### config.mk
export PLATFORM = sky130hd
export DESIGN_NAME = gpio_bus_arb
export DESIGN_NICKNAME = d
export VERILOG_FILES = /design/src/rtl/gpio_subsys_pkg.sv /design/src/rtl/gpio_bus_arb_timer.sv /design/src/rtl/gpio_bus_arb.sv
export SDC_FILE = /design/constraint.sdc
export NUM_CORES = 1
export LEC_CHECK = 0
export ABC_CLOCK_PERIOD_IN_PS = 2700
export BUFFER_PORTS_ARGS = -buffer_cell sky130_fd_sc_hd__buf_2
export CAP_MARGIN = 30
export CORE_AREA = 4 4 110 112
export DETAILED_ROUTE_END_ITERATION = 12
export DIE_AREA = 0 0 114 116
export HOLD_SLACK_MARGIN = 0.12
export MAX_ROUTING_LAYER = met4
export PLACE_DENSITY = 0.81
export SETUP_SLACK_MARGIN = 0.15
export SYNTH_ARGS = -nofsm -noshare
export SYNTH_HDL_FRONTEND = slang
export SYNTH_SLANG_ARGS = --single-unit
### constraint.sdc
create_clock -name sys_clk -period 2.7 [get_ports sys_clk]
set_input_delay 0.54 -clock sys_clk [delete_from_list [all_inputs] [get_ports sys_clk]]
set_output_delay 0.54 -clock sys_clk [all_outputs]
set_load 0.05 [all_outputs]
### src/rtl/gpio_subsys_pkg.sv
// Shared widths, arbiter state encoding and the round-robin tie-break helper
// used by the GPIO bus arbiter.
package gpio_subsys_pkg;

   localparam int ADDR_W = 24;
   localparam int DATA_W = 32;
   localparam int STRB_W = 4;

   typedef enum logic {
      IDLE = 1'b0,
      BUSY = 1'b1
   } arb_state_t;

   // Winner index; a tie goes to the master that did not win last time.
   function automatic logic pick_winner(input logic v0, input logic v1, input logic last);
      if (v0 && v1) begin
         return ~last;
      end
      return ~v0;
   endfunction

endpackage

### src/rtl/gpio_bus_arb_timer.sv
// Slave wait counter for one BUSY transfer: clear wins over enable, expired_o is
// combinational from the count; no backpressure. TIMEOUT_CYCLES of 0 never expires.
module gpio_bus_arb_timer #(
   parameter int unsigned TIMEOUT_CYCLES = 255
) (
   input  logic sys_clk,
   input  logic rst_n,
   input  logic clr_i,
   input  logic en_i,
   output logic expired_o
);

   localparam int unsigned CNT_W = (TIMEOUT_CYCLES > 1) ? $clog2(TIMEOUT_CYCLES) : 1;
   localparam logic [CNT_W-1:0] LAST_CNT = CNT_W'(TIMEOUT_CYCLES - 1);

   logic [CNT_W-1:0] cnt_q, cnt_d;

   always_comb begin
      cnt_d = cnt_q;
      if (clr_i) begin
         cnt_d = '0;
      end else if (en_i) begin
         cnt_d = cnt_q + 1'b1;
      end
   end

   always_ff @(posedge sys_clk or negedge rst_n) begin
      if (!rst_n) begin
         cnt_q <= '0;
      end else begin
         cnt_q <= cnt_d;
      end
   end

   assign expired_o = (TIMEOUT_CYCLES != 0) && (cnt_q == LAST_CNT);

endmodule

### src/rtl/gpio_bus_arb.sv
// Two-master round-robin arbiter for the GPIO slave bus: one IDLE cycle to latch, then
// BUSY until slave ready (combinational completion) or timeout; masters hold valid until ready.
module gpio_bus_arb
   import gpio_subsys_pkg::*;
#(
   parameter int unsigned       TIMEOUT_CYCLES = 255,
   parameter logic [DATA_W-1:0] ERR_RDATA      = 32'hDEAD_BEEF
) (
   input  logic              sys_clk,
   input  logic              rst_n,
   input  logic              m0_valid,
   input  logic [ADDR_W-1:0] m0_addr,
   input  logic              m0_write,
   input  logic [DATA_W-1:0] m0_wdata,
   input  logic [STRB_W-1:0] m0_wstrb,
   output logic [DATA_W-1:0] m0_rdata,
   output logic              m0_ready,
   output logic              m0_err,
   input  logic              m1_valid,
   input  logic [ADDR_W-1:0] m1_addr,
   input  logic              m1_write,
   input  logic [DATA_W-1:0] m1_wdata,
   input  logic [STRB_W-1:0] m1_wstrb,
   output logic [DATA_W-1:0] m1_rdata,
   output logic              m1_ready,
   output logic              m1_err,
   output logic              s_valid,
   output logic [ADDR_W-1:0] s_addr,
   output logic              s_write,
   output logic [DATA_W-1:0] s_wdata,
   output logic [STRB_W-1:0] s_wstrb,
   input  logic [DATA_W-1:0] s_rdata,
   input  logic              s_ready,
   output logic [1:0]        grant
);

   arb_state_t        state_q, state_d;
   logic              owner_q, owner_d;
   logic              last_q, last_d;
   logic [ADDR_W-1:0] addr_q, addr_d;
   logic              write_q, write_d;
   logic [DATA_W-1:0] wdata_q, wdata_d;
   logic [STRB_W-1:0] wstrb_q, wstrb_d;
   logic              win;
   logic              done;
   logic              tmr_expired;
   logic [DATA_W-1:0] rsp_rdata;

   always_comb begin
      state_d = state_q;
      owner_d = owner_q;
      last_d  = last_q;
      addr_d  = addr_q;
      write_d = write_q;
      wdata_d = wdata_q;
      wstrb_d = wstrb_q;
      win     = pick_winner(m0_valid, m1_valid, last_q);
      case (state_q)
         IDLE: begin
            if (m0_valid || m1_valid) begin
               state_d = BUSY;
               owner_d = win;
               last_d  = win;
               addr_d  = win ? m1_addr  : m0_addr;
               write_d = win ? m1_write : m0_write;
               wdata_d = win ? m1_wdata : m0_wdata;
               wstrb_d = win ? m1_wstrb : m0_wstrb;
            end
         end
         BUSY: begin
            if (s_ready || tmr_expired) begin
               state_d = IDLE;
            end
         end
      endcase
   end

   always_ff @(posedge sys_clk or negedge rst_n) begin
      if (!rst_n) begin
         state_q <= IDLE;
         owner_q <= 1'b0;
         last_q  <= 1'b1;
         addr_q  <= '0;
         write_q <= 1'b0;
         wdata_q <= '0;
         wstrb_q <= '0;
      end else begin
         state_q <= state_d;
         owner_q <= owner_d;
         last_q  <= last_d;
         addr_q  <= addr_d;
         write_q <= write_d;
         wdata_q <= wdata_d;
         wstrb_q <= wstrb_d;
      end
   end

   gpio_bus_arb_timer #(
      .TIMEOUT_CYCLES(TIMEOUT_CYCLES)
   ) u_timer (
      .sys_clk  (sys_clk),
      .rst_n    (rst_n),
      .clr_i    (state_q == IDLE),
      .en_i     ((state_q == BUSY) && !s_ready),
      .expired_o(tmr_expired)
   );

   // A real slave response on the timeout cycle takes precedence over the error.
   assign done      = (state_q == BUSY) && (s_ready || tmr_expired);
   assign rsp_rdata = s_ready ? s_rdata : ERR_RDATA;

   assign m0_ready = done && !owner_q;
   assign m1_ready = done && owner_q;
   assign m0_err   = m0_ready && !s_ready;
   assign m1_err   = m1_ready && !s_ready;
   assign m0_rdata = m0_ready ? rsp_rdata : '0;
   assign m1_rdata = m1_ready ? rsp_rdata : '0;

   assign s_valid = (state_q == BUSY);
   assign s_addr  = addr_q;
   assign s_write = write_q;
   assign s_wdata = wdata_q;
   assign s_wstrb = wstrb_q;
   assign grant   = (state_q == BUSY) ? {owner_q, ~owner_q} : 2'b00;

endmodule

==> results.toml <==
[routing]
first_pass_iters = 5
detail_route.vias_per_cell = 5.30
num_vias = 4917
ant_nets = 0
detail_route.iter0.violations = 364
routed_wirelength_um = 15800
wl_per_cell_um = 17.0
drc = 0

[status]
status = "complete, no violations"

[pwr]
switching_share = 0.528
combPwrFrac = 0.553
vdd_drop_max_v = 0.000610
pwr-share-seq = 0.267
p_leak_uw = 0.00292
p_switching_uw = 3380
p_int_uw = 3010
pwr-share-clk = 0.180
power_density_nw_per_um2 = 1060

[global_route]
grt_use_total = 0.233
grt_antenna_before_repair = 6
grt_max_degree = 77
grt_pass1_vias = 4401
gr-total-overflow = 0
grt_pass1_wl_um = 23100

[floorplanning]
die_w_um = 114
fp-row-count = 39
die_y_um = 116
pin_count = 291
die_area_um2 = 13200
initial_utilization = 0.368
core_um2 = 11200

[timing]
setup_viol = 0
rsz0062_at_grt = "false"
min_period_over_period = 0.889
skew_ns = 0.00714
fin_tns_setup_ns = 0
maxSlewHeadroom = 0.395
fin_crit_ns = 2.40
hold_viol_final = 0
fmax_mhz = 417
worst_pin_slew_ns = 0.908
drv_slew = 0

[logic_synthesis]
yosysUniqueCellTypes = 31
synth_nets = 683
synthArstFlopShare = 1.00
synth_edf_count = 0
syn_area_um2 = 4130
ys_seq_elements = 72
synth_flop_cell = "dfrtp_1"
synth_area_per_cell_um2 = 7.92
netlist_instances = 522
ys_warn_count = 0
ys_seq_area_frac = 0.436

[clock_network]
cts_num_sinks = 72
clk_path_buf_depth = 2
clk_latency_ns = 0.33
postCtsSetupRepairBufs = 0
path_clk_slew_ns = 0.06
numCtsBuffers = 9
root_buffer = "clkbuf_16"
htree_levels = 3
cts_tree = "built"

[place]
dpl.hpwl_um = 11700
port_buffers = 290
gp_congestion = 0.917

[critical_path]
reg2reg_from = "last_q"
crit_chain = "and4_1 > nand4_2 > buf_6 > a21oi_2 > buf_2"
crit_path_max_fanout = 48
cp_slowest_cell = "dfrtp_1"
arrival_ns = 1.86
cpPeakStageDelay_ns = 0.41
crit_path_start = "u_timer.cnt_q[3]"
crit_type = "reg -> out"
worst_setup_path_end_kind = "primary output"
worstPathRequired_ns = 2.16
critPathLaunchType = "flip-flop"

[cells_and_area]
drive_gt1_frac = 0.435
seq_area_um2 = 1800
area_delta_synth_final_pct = 45.3
final.fill_count = 1091
multi_input_area_um2 = 2050
final_util = 0.535
fin_nets = 938

[flow_run]
maxCapViolCount = 0

[hold_path]
hold_path.class = "in -> async"
cells in the mapped netlist, types with 17 or more instances:
library cell | count | area share
nor2_1 | 83 | 0.075
dfrtp_1 | 71 | 0.43
a31oi_1 | 63 | 0.095
o21ai_0 | 63 | 0.076
nand3_1 | 62 | 0.075
nand2_1 | 38 | 0.035
clkbuf_1 | 34 | 0.031
a21oi_1 | 28 | 0.034
a21oi_2 | 20 | 0.042
buf_2 | 17 | 0.021
layer usage:
layer	wire (µm)	part of all wire	GRT usage	vias to the layer above
li1	-	-	-	2357
met1	5960	0.38	0.277	2249
met2	7700	0.49	0.373	280
met3	1600	0.10	0.0574	31
met4	508	0.032	0.110	0
met5	0	0	-	-
power groups by stage:
stage	combinational [µW]	clock, µW	sequential (µW)
5_1_grt	3720	1230	1770
6_report	3530	1150	1700
4_1_cts	3550	1180	1710
3_3_place_gp	3520	0	1700
2_1_floorplan	1290	0	3040
3_5_place_dp	3550	0	1720
stage by stage:
stage / hold slack, ns / worst slack [ns] / cell area (µm²) / total power, µW / cells
after floorplan: 0.244 / 0.176 / 4130 / 4330 / 522
after global placement: 0.514 / 0.410 / 5700 / 5220 / 909
after detailed placement: 0.530 / 0.412 / 5700 / 5260 / 909
after CTS: 0.377 / 0.170 / 5990 / 6440 / 925
after global routing: 0.430 / 0.184 / 6010 / 6710 / 928
final: 0.345 / 0.300 / 6010 / 6390 / 928
what timing repair did:
| item | in CTS | in global routing |
|---|---|---|
| hold buffers | 0 | 0 |
| setup endpoints to repair | 0 | 46 |
| resized for setup | 0 | 1 |
| endpoints found under the hold margin | 0 | 0 |
final cells by class:
cell class              instances  area share
well taps                     143      0.0298
diodes                          3     0.00125
repair buffers                301       0.275
clock buffers                  11      0.0387
clock inverters                 5     0.00958
flip-flops and latches         72       0.300
multi-input cells             388       0.342
inverters                       5     0.00313
cells in the final DEF, fill, tap and decap left out, types with 3 or more instances in the layout:
cell,count
buf_2,284
xnor2_1,4
buf_12,8
nor2_1,83
diode_2,3
a31oi_1,63
dfrtp_1,71
nand2b_1,3
clkbuf_16,9
a21oi_1,28
nand2_1,38
a21oi_2,20
and2_1,5
buf_4,8
nand3_1,62
inv_1,5
o21ai_0,63
logic make-up after synthesis:
logic type / synth area share
compound gates: 0.256
mux: 0.00484
fa+ha+maj: 0.00605
buf+inv: 0.0705
simple gates: 0.218
xor+xnor: 0.00848
flops: 0.436
worst paths after layout:
kind                                     to  slack, ns  cells past startpoint
min in group sys_clk                 last_q       0.44                      2
setup reg to reg                s_wdata[18]       0.89                      4
max in group asynchronous  u_timer.cnt_q[2]       1.77                      1
setup / recovery               m1_rdata[11]       0.30                      5
hold reg to reg                      last_q       0.54                      2
hold / removal                   s_addr[12]       0.35                      1
flip-flops by register name (all words and copies together), names as in the netlist:
register and flops:
last_q 1, owner_q 1, s_addr 24, s_valid 1
s_wdata 32, s_write 1, s_wstrb 4, u_timer.cnt_q 8
worst max-delay path, delay by kind of cell, from the launching register on:
kind | cells | cell delay, ns
and+or+nand+nor | 2 | 0.38
DFF | 1 | 0.41
buffers and inverters | 2 | 0.54
AOI/OAI and AO/OA | 1 | 0.19
No activity file was read; power rests on OpenSTA's default activity.
